===== config.mk =====
export PLATFORM = sky130hd
export DESIGN_NAME = blink_ctrl_flat
export DESIGN_NICKNAME = d
export VERILOG_FILES = /design/src/rtl/blink_ctrl_if.sv /design/src/rtl/blink_ctrl.sv /design/src/flat_wrapper.sv
export SDC_FILE = /design/constraint.sdc
export NUM_CORES = 1
export LEC_CHECK = 0
export ABC_AREA = 1
export BUFFER_PORTS_ARGS = -buffer_cell sky130_fd_sc_hd__buf_2
export CAP_MARGIN = 25
export CORE_ASPECT_RATIO = 0.6
export CORE_MARGIN = 5
export CORE_UTILIZATION = 60
export CTS_CLUSTER_DIAMETER = 100
export DETAILED_ROUTE_END_ITERATION = 8
export PLACE_DENSITY = 0.81
export SKIP_LAST_GASP = 1
export SYNTH_ARGS = -nofsm -noshare
export SYNTH_HDL_FRONTEND = slang
export SYNTH_SLANG_ARGS = --single-unit

===== constraint.sdc =====
create_clock -name clk -period 4.7 [get_ports clk]
set_clock_uncertainty 0.2 [all_clocks]
set_input_delay 0.235 -clock clk [delete_from_list [all_inputs] [get_ports clk]]
set_output_delay 0.235 -clock clk [all_outputs]
set_load 0.05 [all_outputs]

===== src/rtl/blink_ctrl_if.sv =====
// Configuration write port of the blink controller: a single-entry write
// of one channel's on/off lengths, gated by cfg_ready.
interface blink_ctrl_if #(
    parameter int WIDTH = 8
);
    logic             cfg_we;
    logic             cfg_sel;
    logic [WIDTH-1:0] cfg_on;
    logic [WIDTH-1:0] cfg_off;
    logic             cfg_ready;

    modport master (
        output cfg_we, cfg_sel, cfg_on, cfg_off,
        input  cfg_ready
    );

    modport slave (
        input  cfg_we, cfg_sel, cfg_on, cfg_off,
        output cfg_ready
    );
endinterface


===== src/rtl/blink_ctrl.sv =====
// Cursor and character blink generator: two frame-counting on/off channels
// with a one-deep pending configuration register applied on the next frame.
module blink_ctrl #(
    parameter int WIDTH      = 8,
    parameter int CURSOR_ON  = 16,
    parameter int CURSOR_OFF = 16,
    parameter int CHAR_ON    = 32,
    parameter int CHAR_OFF   = 32
) (
    input  logic        clk,
    input  logic        reset,
    input  logic        frame_tick,
    input  logic        cursor_restart,
    blink_ctrl_if.slave cfg,
    output logic        cursor_blink,
    output logic        char_blink
);

    typedef struct packed {
        logic             is_on;
        logic [WIDTH-1:0] cnt;
        logic [WIDTH-1:0] on_len;
        logic [WIDTH-1:0] off_len;
    } chan_t;

    localparam logic [WIDTH-1:0] ONE = WIDTH'(1);

    localparam chan_t CUR_RST = '{is_on: 1'b1, cnt: '0,
                                  on_len: WIDTH'(CURSOR_ON), off_len: WIDTH'(CURSOR_OFF)};
    localparam chan_t CHR_RST = '{is_on: 1'b1, cnt: '0,
                                  on_len: WIDTH'(CHAR_ON), off_len: WIDTH'(CHAR_OFF)};

    chan_t            r_cur;
    chan_t            r_chr;
    logic             r_pend_valid;
    logic             r_pend_sel;
    logic [WIDTH-1:0] r_pend_on;
    logic [WIDTH-1:0] r_pend_off;

    chan_t            w_cur_nxt;
    chan_t            w_chr_nxt;
    logic             w_accept;
    logic             w_apply;

    // A zero on-length parks the channel dark; a zero off-length parks it lit
    // with the counter held at 0. Counters never exceed length-1, so no wrap.
    function automatic chan_t chan_tick(input chan_t c);
        chan_t n;
        n = c;
        if (c.on_len == '0) begin
            n = c;
        end else if (c.off_len == '0) begin
            n.cnt = '0;
        end else if (c.is_on) begin
            if (c.cnt == c.on_len - ONE) begin
                n.is_on = 1'b0;
                n.cnt   = '0;
            end else begin
                n.cnt = c.cnt + ONE;
            end
        end else begin
            if (c.cnt == c.off_len - ONE) begin
                n.is_on = 1'b1;
                n.cnt   = '0;
            end else begin
                n.cnt = c.cnt + ONE;
            end
        end
        return n;
    endfunction

    function automatic logic chan_out(input chan_t c);
        if (c.on_len == '0)
            return 1'b0;
        else if (c.off_len == '0)
            return 1'b1;
        else
            return c.is_on;
    endfunction

    assign w_accept = cfg.cfg_we && !r_pend_valid;
    assign w_apply  = frame_tick && r_pend_valid;

    always_comb begin
        // NOTE: every combinational output gets a default first so no path
        // through the block leaves it unassigned, which would infer a latch.
        w_cur_nxt = r_cur;
        w_chr_nxt = r_chr;

        if (frame_tick) begin
            w_cur_nxt = chan_tick(r_cur);
            w_chr_nxt = chan_tick(r_chr);
        end

        // An apply replaces that channel's tick result instead of counting.
        if (w_apply) begin
            if (r_pend_sel) begin
                w_chr_nxt = '{is_on: 1'b1, cnt: '0, on_len: r_pend_on, off_len: r_pend_off};
            end else begin
                w_cur_nxt = '{is_on: 1'b1, cnt: '0, on_len: r_pend_on, off_len: r_pend_off};
            end
        end

        // Restart keeps whatever lengths are in effect, including a fresh apply.
        if (cursor_restart) begin
            w_cur_nxt.is_on = 1'b1;
            w_cur_nxt.cnt   = '0;
        end
    end

    // NOTE: state registers use non-blocking assignments so every flop
    // samples the pre-edge values, independent of statement order.
    always_ff @(posedge clk) begin
        if (reset) begin
            r_cur        <= CUR_RST;
            r_chr        <= CHR_RST;
            r_pend_valid <= 1'b0;
            r_pend_sel   <= 1'b0;
            r_pend_on    <= '0;
            r_pend_off   <= '0;
        end else begin
            r_cur <= w_cur_nxt;
            r_chr <= w_chr_nxt;
            if (w_accept) begin
                r_pend_valid <= 1'b1;
                r_pend_sel   <= cfg.cfg_sel;
                r_pend_on    <= cfg.cfg_on;
                r_pend_off   <= cfg.cfg_off;
            end else if (w_apply) begin
                r_pend_valid <= 1'b0;
            end
        end
    end

    assign cfg.cfg_ready = !r_pend_valid;
    assign cursor_blink  = chan_out(r_cur);
    assign char_blink    = chan_out(r_chr);

endmodule


===== src/flat_wrapper.sv =====
// flat-port wrapper written by rule: the top's interface ports become plain ports
module blink_ctrl_flat 
#(
    parameter int WIDTH      = 8,
    parameter int CURSOR_ON  = 16,
    parameter int CURSOR_OFF = 16,
    parameter int CHAR_ON    = 32,
    parameter int CHAR_OFF   = 32
)
  (clk, reset, frame_tick, cursor_restart, cursor_blink, char_blink, cfg_cfg_we, cfg_cfg_sel, cfg_cfg_on, cfg_cfg_off, cfg_cfg_ready);
  blink_ctrl_if #(.WIDTH(WIDTH)) cfg_i ();
  input  logic clk;
  input  logic reset;
  input  logic frame_tick;
  input  logic cursor_restart;
  output logic cursor_blink;
  output logic char_blink;
  input wire logic [$bits(cfg_i.cfg_we)-1:0] cfg_cfg_we;
  input wire logic [$bits(cfg_i.cfg_sel)-1:0] cfg_cfg_sel;
  input wire logic [$bits(cfg_i.cfg_on)-1:0] cfg_cfg_on;
  input wire logic [$bits(cfg_i.cfg_off)-1:0] cfg_cfg_off;
  output wire logic [$bits(cfg_i.cfg_ready)-1:0] cfg_cfg_ready;
  assign cfg_i.cfg_we = cfg_cfg_we;
  assign cfg_i.cfg_sel = cfg_cfg_sel;
  assign cfg_i.cfg_on = cfg_cfg_on;
  assign cfg_i.cfg_off = cfg_cfg_off;
  assign cfg_cfg_ready = cfg_i.cfg_ready;
  blink_ctrl #(.WIDTH(WIDTH), .CURSOR_ON(CURSOR_ON), .CURSOR_OFF(CURSOR_OFF), .CHAR_ON(CHAR_ON), .CHAR_OFF(CHAR_OFF)) u_core (.clk(clk), .reset(reset), .frame_tick(frame_tick), .cursor_restart(cursor_restart), .cfg(cfg_i), .cursor_blink(cursor_blink), .char_blink(char_blink));
endmodule

==> results of run 1 <==
[critical path, stage by stage]
cell	delay, ns
dlygate4sd3_1	0.53
buf_2	0.15
inv_1	0.74
nand2_1	0.44
a21oi_1	0.24
nand2_1	0.07
[state kept, by name, summed over array words and instances, names as in the netlist]
| name | count |
|---|---|
| u_core.r_cur | 25 |
| u_core.r_pend_on | 8 |
| u_core.r_pend_valid | 1 |
| u_core.r_pend_off | 8 |
| u_core.r_pend_sel | 1 |
| u_core.r_chr | 25 |
[power by group through the flow]
stage                     clock network [W]  logic [W]  registers (W)
after CTS                          0.000721   0.000217       0.000637
after global routing               0.000745   0.000249       0.000641
final                              0.000719   0.000221       0.000638
after floorplan                           0   0.000160       0.000637
after detailed placement                  0   0.000206       0.000649
after global placement                    0   0.000198       0.000647
[per-layer routing]
layer / wire [um] / track usage [%]
met1: 5280 / 40.6
met3: 1240 / 7.00
met2: 4550 / 39.5
met5: 0 / 0
met4: 123 / 6.82
[cell usage in the layout, fill, tap and decap left out, types with 13 or more instances in the layout]
cell,n
inv_1,66
nand2_1,131
buf_2,24
o21ai_0,58
xor2_1,18
dlygate4sd3_1,13
a21oi_1,45
nor2_1,118
nand3_1,42
dfxtp_1,68
[synthesized netlist by cell type, types with 2 or more instances]
library cell / instances / area, um^2
clkbuf_1: 9 / 33.8
nand3_2: 2 / 20.0
xnor2_1: 8 / 70.1
inv_1: 66 / 248
a21oi_2: 2 / 17.5
ha_1: 10 / 125
o21ai_1: 4 / 20.0
nand2_2: 7 / 43.8
nand2_1: 131 / 492
nor2_1: 118 / 443
a21oi_1: 45 / 225
buf_4: 3 / 22.5
nor2_4: 4 / 45.0
nor3_1: 3 / 15.0
inv_2: 10 / 37.5
clkinv_1: 2 / 7.51
nand3_1: 42 / 210
nor3b_1: 2 / 15.0
xor2_1: 18 / 158
dfxtp_1: 68 / 1360
nand4_1: 2 / 12.5
nor2_2: 8 / 50.1
buf_2: 3 / 15.0
o21ai_0: 58 / 290
[path summary, 6_finish.rpt]
check | start | endpoint | cells after the start
hold / removal | cfg_cfg_on[3] | u_core.r_pend_on[3] | 3
setup / recovery | reset | u_core.r_chr[24] | 6
hold reg to reg | u_core.r_chr[15] | u_core.r_chr[15] | 2
setup reg to reg | u_core.r_chr[8] | u_core.r_chr[21] | 12
[cell families after synthesis]
logic type / Yosys count
xor+xnor: 26
fa+ha+maj: 10
flops: 68
simple gates: 324
buf+inv: 94
compound gates: 111
[timing repair]
action,4_1_cts,5_1_grt
hold buffers,13,0
resized for setup,0,0
endpoints found under the hold margin,15,0
[layout make-up]
| class | count | area share, % |
|---|---|---|
| multi-input combinational | 471 | 50.1 |
| sequential | 68 | 29.2 |
| inverter | 78 | 6.27 |
| timing repair buffer | 37 | 5.36 |
| clock buffer | 9 | 4.83 |
| tap | 87 | 2.33 |
| clock inverter | 6 | 1.93 |
[through the flow]
step,std cells,utilization (%),setup slack [ns]
finish,756,70.2,2.31
global route,756,70.2,2.14
CTS,756,70.2,2.36
detailed placement,728,63.5,2.60
global placement,728,63.5,2.63
floorplan,633,-,2.70
==> flow_summary.yaml, run 1 <==
critical_path:
  crit_required_ns: 4.72
  worstSetupEndpointType: "flip-flop"
  worstSetupPathType: "in2reg"
  r2r_slack_ns: 2.51
  cp_max_fo: 48
  start_kind: "input pin"
  cp_data_arrival_time_ns: 2.42
logic_synthesis:
  synth_fp_nets: 665
  synth_simple_gate_area_share_pct: 34.8
  synth_edf_count: 0
  yosys.cell_types.count: 32
  synth_flop_cell: "dfxtp_1"
  synth_xor_area_share_pct: 5.59
  synth-seq-cells: 68
  synth-compound-area-share_pct: 13.9
  synthAdderAreaFrac_pct: 3.07
  synth_area_mm2: 0.00408
  synthMuxAreaShare_pct: 0
  netlist_instances: 633
  async_flop_share_pct: 0
  synth_top_family_by_area: "simple AND/OR/NAND/NOR gates"
  synth_warnings: 0
  seq_area_frac_synth_pct: 33.4
  synth_area_per_cell_um2: 6.44
floorplan:
  dieArea_mm2: 0.00859
  die_w_um: 116
  start_util_pct: 61.3
  io_pins: 25
  core_area_mm2: 0.00665
  rows: 23
  die_h_um: 73.8
finish:
  drive_gt1_share_pct: 11.4
  fillers: 546
  final_area_mm2: 0.00467
  syn2layout_area_growth_pct: 14.5
  seq_area_mm2: 0.00136
  diodes: 0
  multi_input_area_mm2: 0.00234
  nets: 697
power:
  seq_power_share_pct: 40.4
  pwr-share-clk_pct: 45.6
  leakage_nw: 2.14
  p_int_w: 0.00114
  switchingPower_w: 0.000434
  combPwrFrac_pct: 14.0
  powerDensity_mw_per_mm2: 338
  switching_share_pct: 27.5
  total_power_w: 0.00158
  ir_worst_vdd_v: 0.000175
sta:
  fin_setup_tns_ns: 0
  worstMarginPinSlew_ns: 1.02
  post-route-period-util_pct: 50.9
  worst_hold_slack_ns: 0.0114
  setup_viol_count_final: 0
  hold_violations: 0
  max_freq_ghz: 0.418
  layout_min_cycle_time_ns: 2.39
  relSlewSlack_pct: 32.2
  slew_viol_final: 0
  rsz0062_at_grt: "false"
clock_network:
  clk_pin_slew_ns: 0.06
  cts_tree: "yes"
  cts_buffers: 9
  clk_latency_ns: 0.33
  cts_setup_buffers: 0
  clock_sinks: 68
  cts-root-buf: "clkbuf_16"
  clock_path_buffers: 2
  htree_levels: 3
routing:
  firstDrtPassIters: 5
  drc: 0
  ant_nets: 0
  wl_per_cell_um: 14.8
  vias_per_cell: 5.60
  drt_iter0_markers: 468
  vias: 4230
  wl_um: 11200
worst_hold_path:
  hold_path_class: "in2reg"
global_routing:
  grt-ovfl-total: 0
  globalRouteTotalUtil_pct: 27.4
  first_global_vias: 3726
  grt_pass1_wl_um: 18200
  antenna_found_initial: 0
  grt_max_degree: 49
run:
  drv_cap: 0
run_status:
  status: "completed"
place:
  gp_congestion: 0.916
  dpl_cell_area_mm2: 0.00422
  post-dp-hpwl_um: 8210
  port_buffers: 24
Note: power is estimated with default switching activity, not from simulation.
==> run 2, diff against run 1 <==
--- a/config.mk
+++ b/config.mk
@@ -10,10 +10,10 @@
 export CAP_MARGIN = 25
 export CORE_ASPECT_RATIO = 0.6
 export CORE_MARGIN = 5
-export CORE_UTILIZATION = 60
+export CORE_UTILIZATION = 55
 export CTS_CLUSTER_DIAMETER = 100
 export DETAILED_ROUTE_END_ITERATION = 8
-export PLACE_DENSITY = 0.81
+export PLACE_DENSITY = 0.78
 export SKIP_LAST_GASP = 1
 export SYNTH_ARGS = -nofsm -noshare
 export SYNTH_HDL_FRONTEND = slang
==> constraint.sdc (replaced) <==
create_clock -name clk -period 2 [get_ports clk]
set_clock_uncertainty 0.2 [all_clocks]
set_input_delay 0.1 -clock clk [delete_from_list [all_inputs] [get_ports clk]]
set_output_delay 0.1 -clock clk [all_outputs]
set_load 0.05 [all_outputs]
==> run 2 against run 1 <==
Net effect: utilization rose by 1.2 points; sequential share of layout area fell by 2.7 points; flip-flop and latch count is the same; first-iteration DRC count is 2.4% lower; clock power grew 150%; die area grew 8.1%; largest cell class unchanged; highest routed layer unchanged.
==> flow_summary.yaml, run 2 (synthesis gave the netlist of run 1 again) <==
power:
  ir_worst_vdd_v: 0.000499
  powerDensity_mw_per_mm2: 750
  leakage_nw: 2.34
global_routing:
  grt_pass1_wl_um: 18700
  globalRouteTotalUtil_pct: 25.0
  antenna_found_initial: 0
  first_global_vias: 3901
  grt-ovfl-total: 0
  grt_max_degree: 19
sta:
  hold_violations: 0
  worstMarginPinSlew_ns: 0.504
  setup_viol_count_final: 0
  slew_viol_final: 0
  rsz0062_at_grt: "true"
  relSlewSlack_pct: 66.0
  post-route-period-util_pct: 100
  layout_min_cycle_time_ns: 2.00
  worst_slack_ns: 0.000119
  max_freq_ghz: 0.500
routing:
  wl_um: 12400
  drc: 0
  ant_nets: 0
  drt_iter0_markers: 457
  vias: 4444
  firstDrtPassIters: 5
  wl_per_cell_um: 15.4
  vias_per_cell: 5.52
finish:
  seq_area_mm2: 0.00137
  reg.largest.list: "u_core.r_chr (25), u_core.r_cur (25)"
  layout_commonest_cell: "nand2_1"
  syn2layout_area_growth_pct: 26.9
  drive_gt1_share_pct: 21.0
  stdcell_count: 805
  diodes: 0
  nets: 728
  multi_input_area_mm2: 0.00251
  final_cell_mix: "nand2_1 (129), nor2_1 (111), dfxtp_1 (61)"
  fillers: 530
place:
  post-dp-hpwl_um: 8380
  dp_slack_ns: -0.0279
  placedCellCount: 762
  port_buffers: 24
  gp_congestion: 0.946
critical_path:
  worstSetupPathType: "reg2out"
  worstSetupEndpointType: "primary output"
  cp_data_arrival_time_ns: 1.70
  reg2reg_to: "u_core.r_chr[21]"
  regToRegStartpoint: "u_core.r_chr[8]"
  cp_max_fo: 3
  start_kind: "flip-flop"
  crit_required_ns: 1.70
  r2r_slack_ns: 0.0001
  worstRegToRegCells: 12
floorplan:
  die_h_um: 76.7
  core_area_mm2: 0.00724
  dieArea_mm2: 0.00929
  start_util_pct: 56.3
  rows: 24
  io_pins: 25
  die_w_um: 121
clock_network:
  htree_levels: 3
  cts_tree: "yes"
  clock_path_buffers: 2
  cts_buffers: 9
  clk_latency_ns: 0.33
  cts-root-buf: "clkbuf_16"
  clock_sinks: 68
  clk_pin_slew_ns: 0.06
worst_hold_path:
  hold_path_class: "in2reg"
  hold_path_end: "u_core.r_cur[0]"
  hold_depth: 4
  holdCritStartpoint: "reset"
run_status:
  status: "completed"
run:
  drv_cap: 0
run 2: cell types whose count changed in the layout (fill, tap and decap cells not counted), moves of 7 or more:
cell           change
nand3_2           +12
nor2_1             -7
inv_2              +8
buf_4             +20
dfxtp_2            +7
dlygate4sd3_1      +9
inv_1             -10
nand3_1           -13
dfxtp_1            -7
run 2: how the worst max path moves through the flow:
stage | start | endpoint | slack (ns)
after floorplan | u_core.r_cur[0] | cursor_blink | 0.13
after global placement | u_core.r_cur[0] | u_core.r_cur[19] | 0.03
after detailed placement | u_core.r_cur[0] | u_core.r_cur[16] | -0.03
after CTS | u_core.r_cur[1] | cursor_blink | -0.02
after global routing | u_core.r_chr[2] | u_core.r_chr[23] | -0.13
final | u_core.r_cur[1] | cursor_blink | 0.0001
run 2: area by class of cell:
class                   instances  share of cell area [%]
clock buffers                  10                    4.62
repair buffers                 68                    10.2
inverters                      78                    5.76
multi-input cells             471                    48.6
clock inverters                 6                    1.82
well taps                     104                    2.52
flip-flops and latches         68                    26.5
run 2: critical path, stage by stage (launching register included):
cell	delay [ns]
dfxtp_2	0.31
inv_2	0.05
buf_6	0.09
ha_1	0.13
nor3b_2	0.19
nand3_2	0.14
inv_2	0.08
nor2_2	0.04
nor2_2	0.15
buf_6	0.17
run 2: per-stage QoR:
step / util (%) / cell area, um^2 / power (W) / hold WS (ns) / setup TNS, ns
2_1_floorplan: - / 4080 / 0.00187 / -0.000279 / 0
3_3_place_gp: 60.4 / 4370 / 0.00200 / 0.155 / 0
3_5_place_dp: 60.4 / 4370 / 0.00203 / 0.160 / -0.148
4_1_cts: 68.3 / 4940 / 0.00381 / 0.0367 / -0.0218
5_1_grt: 71.4 / 5170 / 0.00402 / 0.0912 / -1.53
6_report: 71.4 / 5170 / 0.00388 / 0.0431 / 0
run 2: where the power goes:
| part | switching (W) | total, W | internal, W |
|---|---|---|---|
| combinational | 0.000375 | 0.000605 | 0.000230 |
| sequential | 0.0000807 | 0.00150 | 0.00142 |
| clock | 0.000630 | 0.00177 | 0.00114 |
run 2: repair_timing:
item / in CTS / in global routing
hold endpoints to repair: 23 / 0
endpoints found under the setup margin: 18 / 20
gates resized for setup: 5 / 56
buffers inserted: 0 / 5
pin swaps: 0 / 21
hold buffers: 22 / 0
run 2: metal layers:
layer / GRT usage, % / up-vias / part of all wire, %
met5: 0 / - / 0
met4: 6.22 / 0 / 1.5
met3: 7.43 / 26 / 12
met2: 36.5 / 266 / 43
met1: 36.1 / 2023 / 43
li1: - / 2129 / -
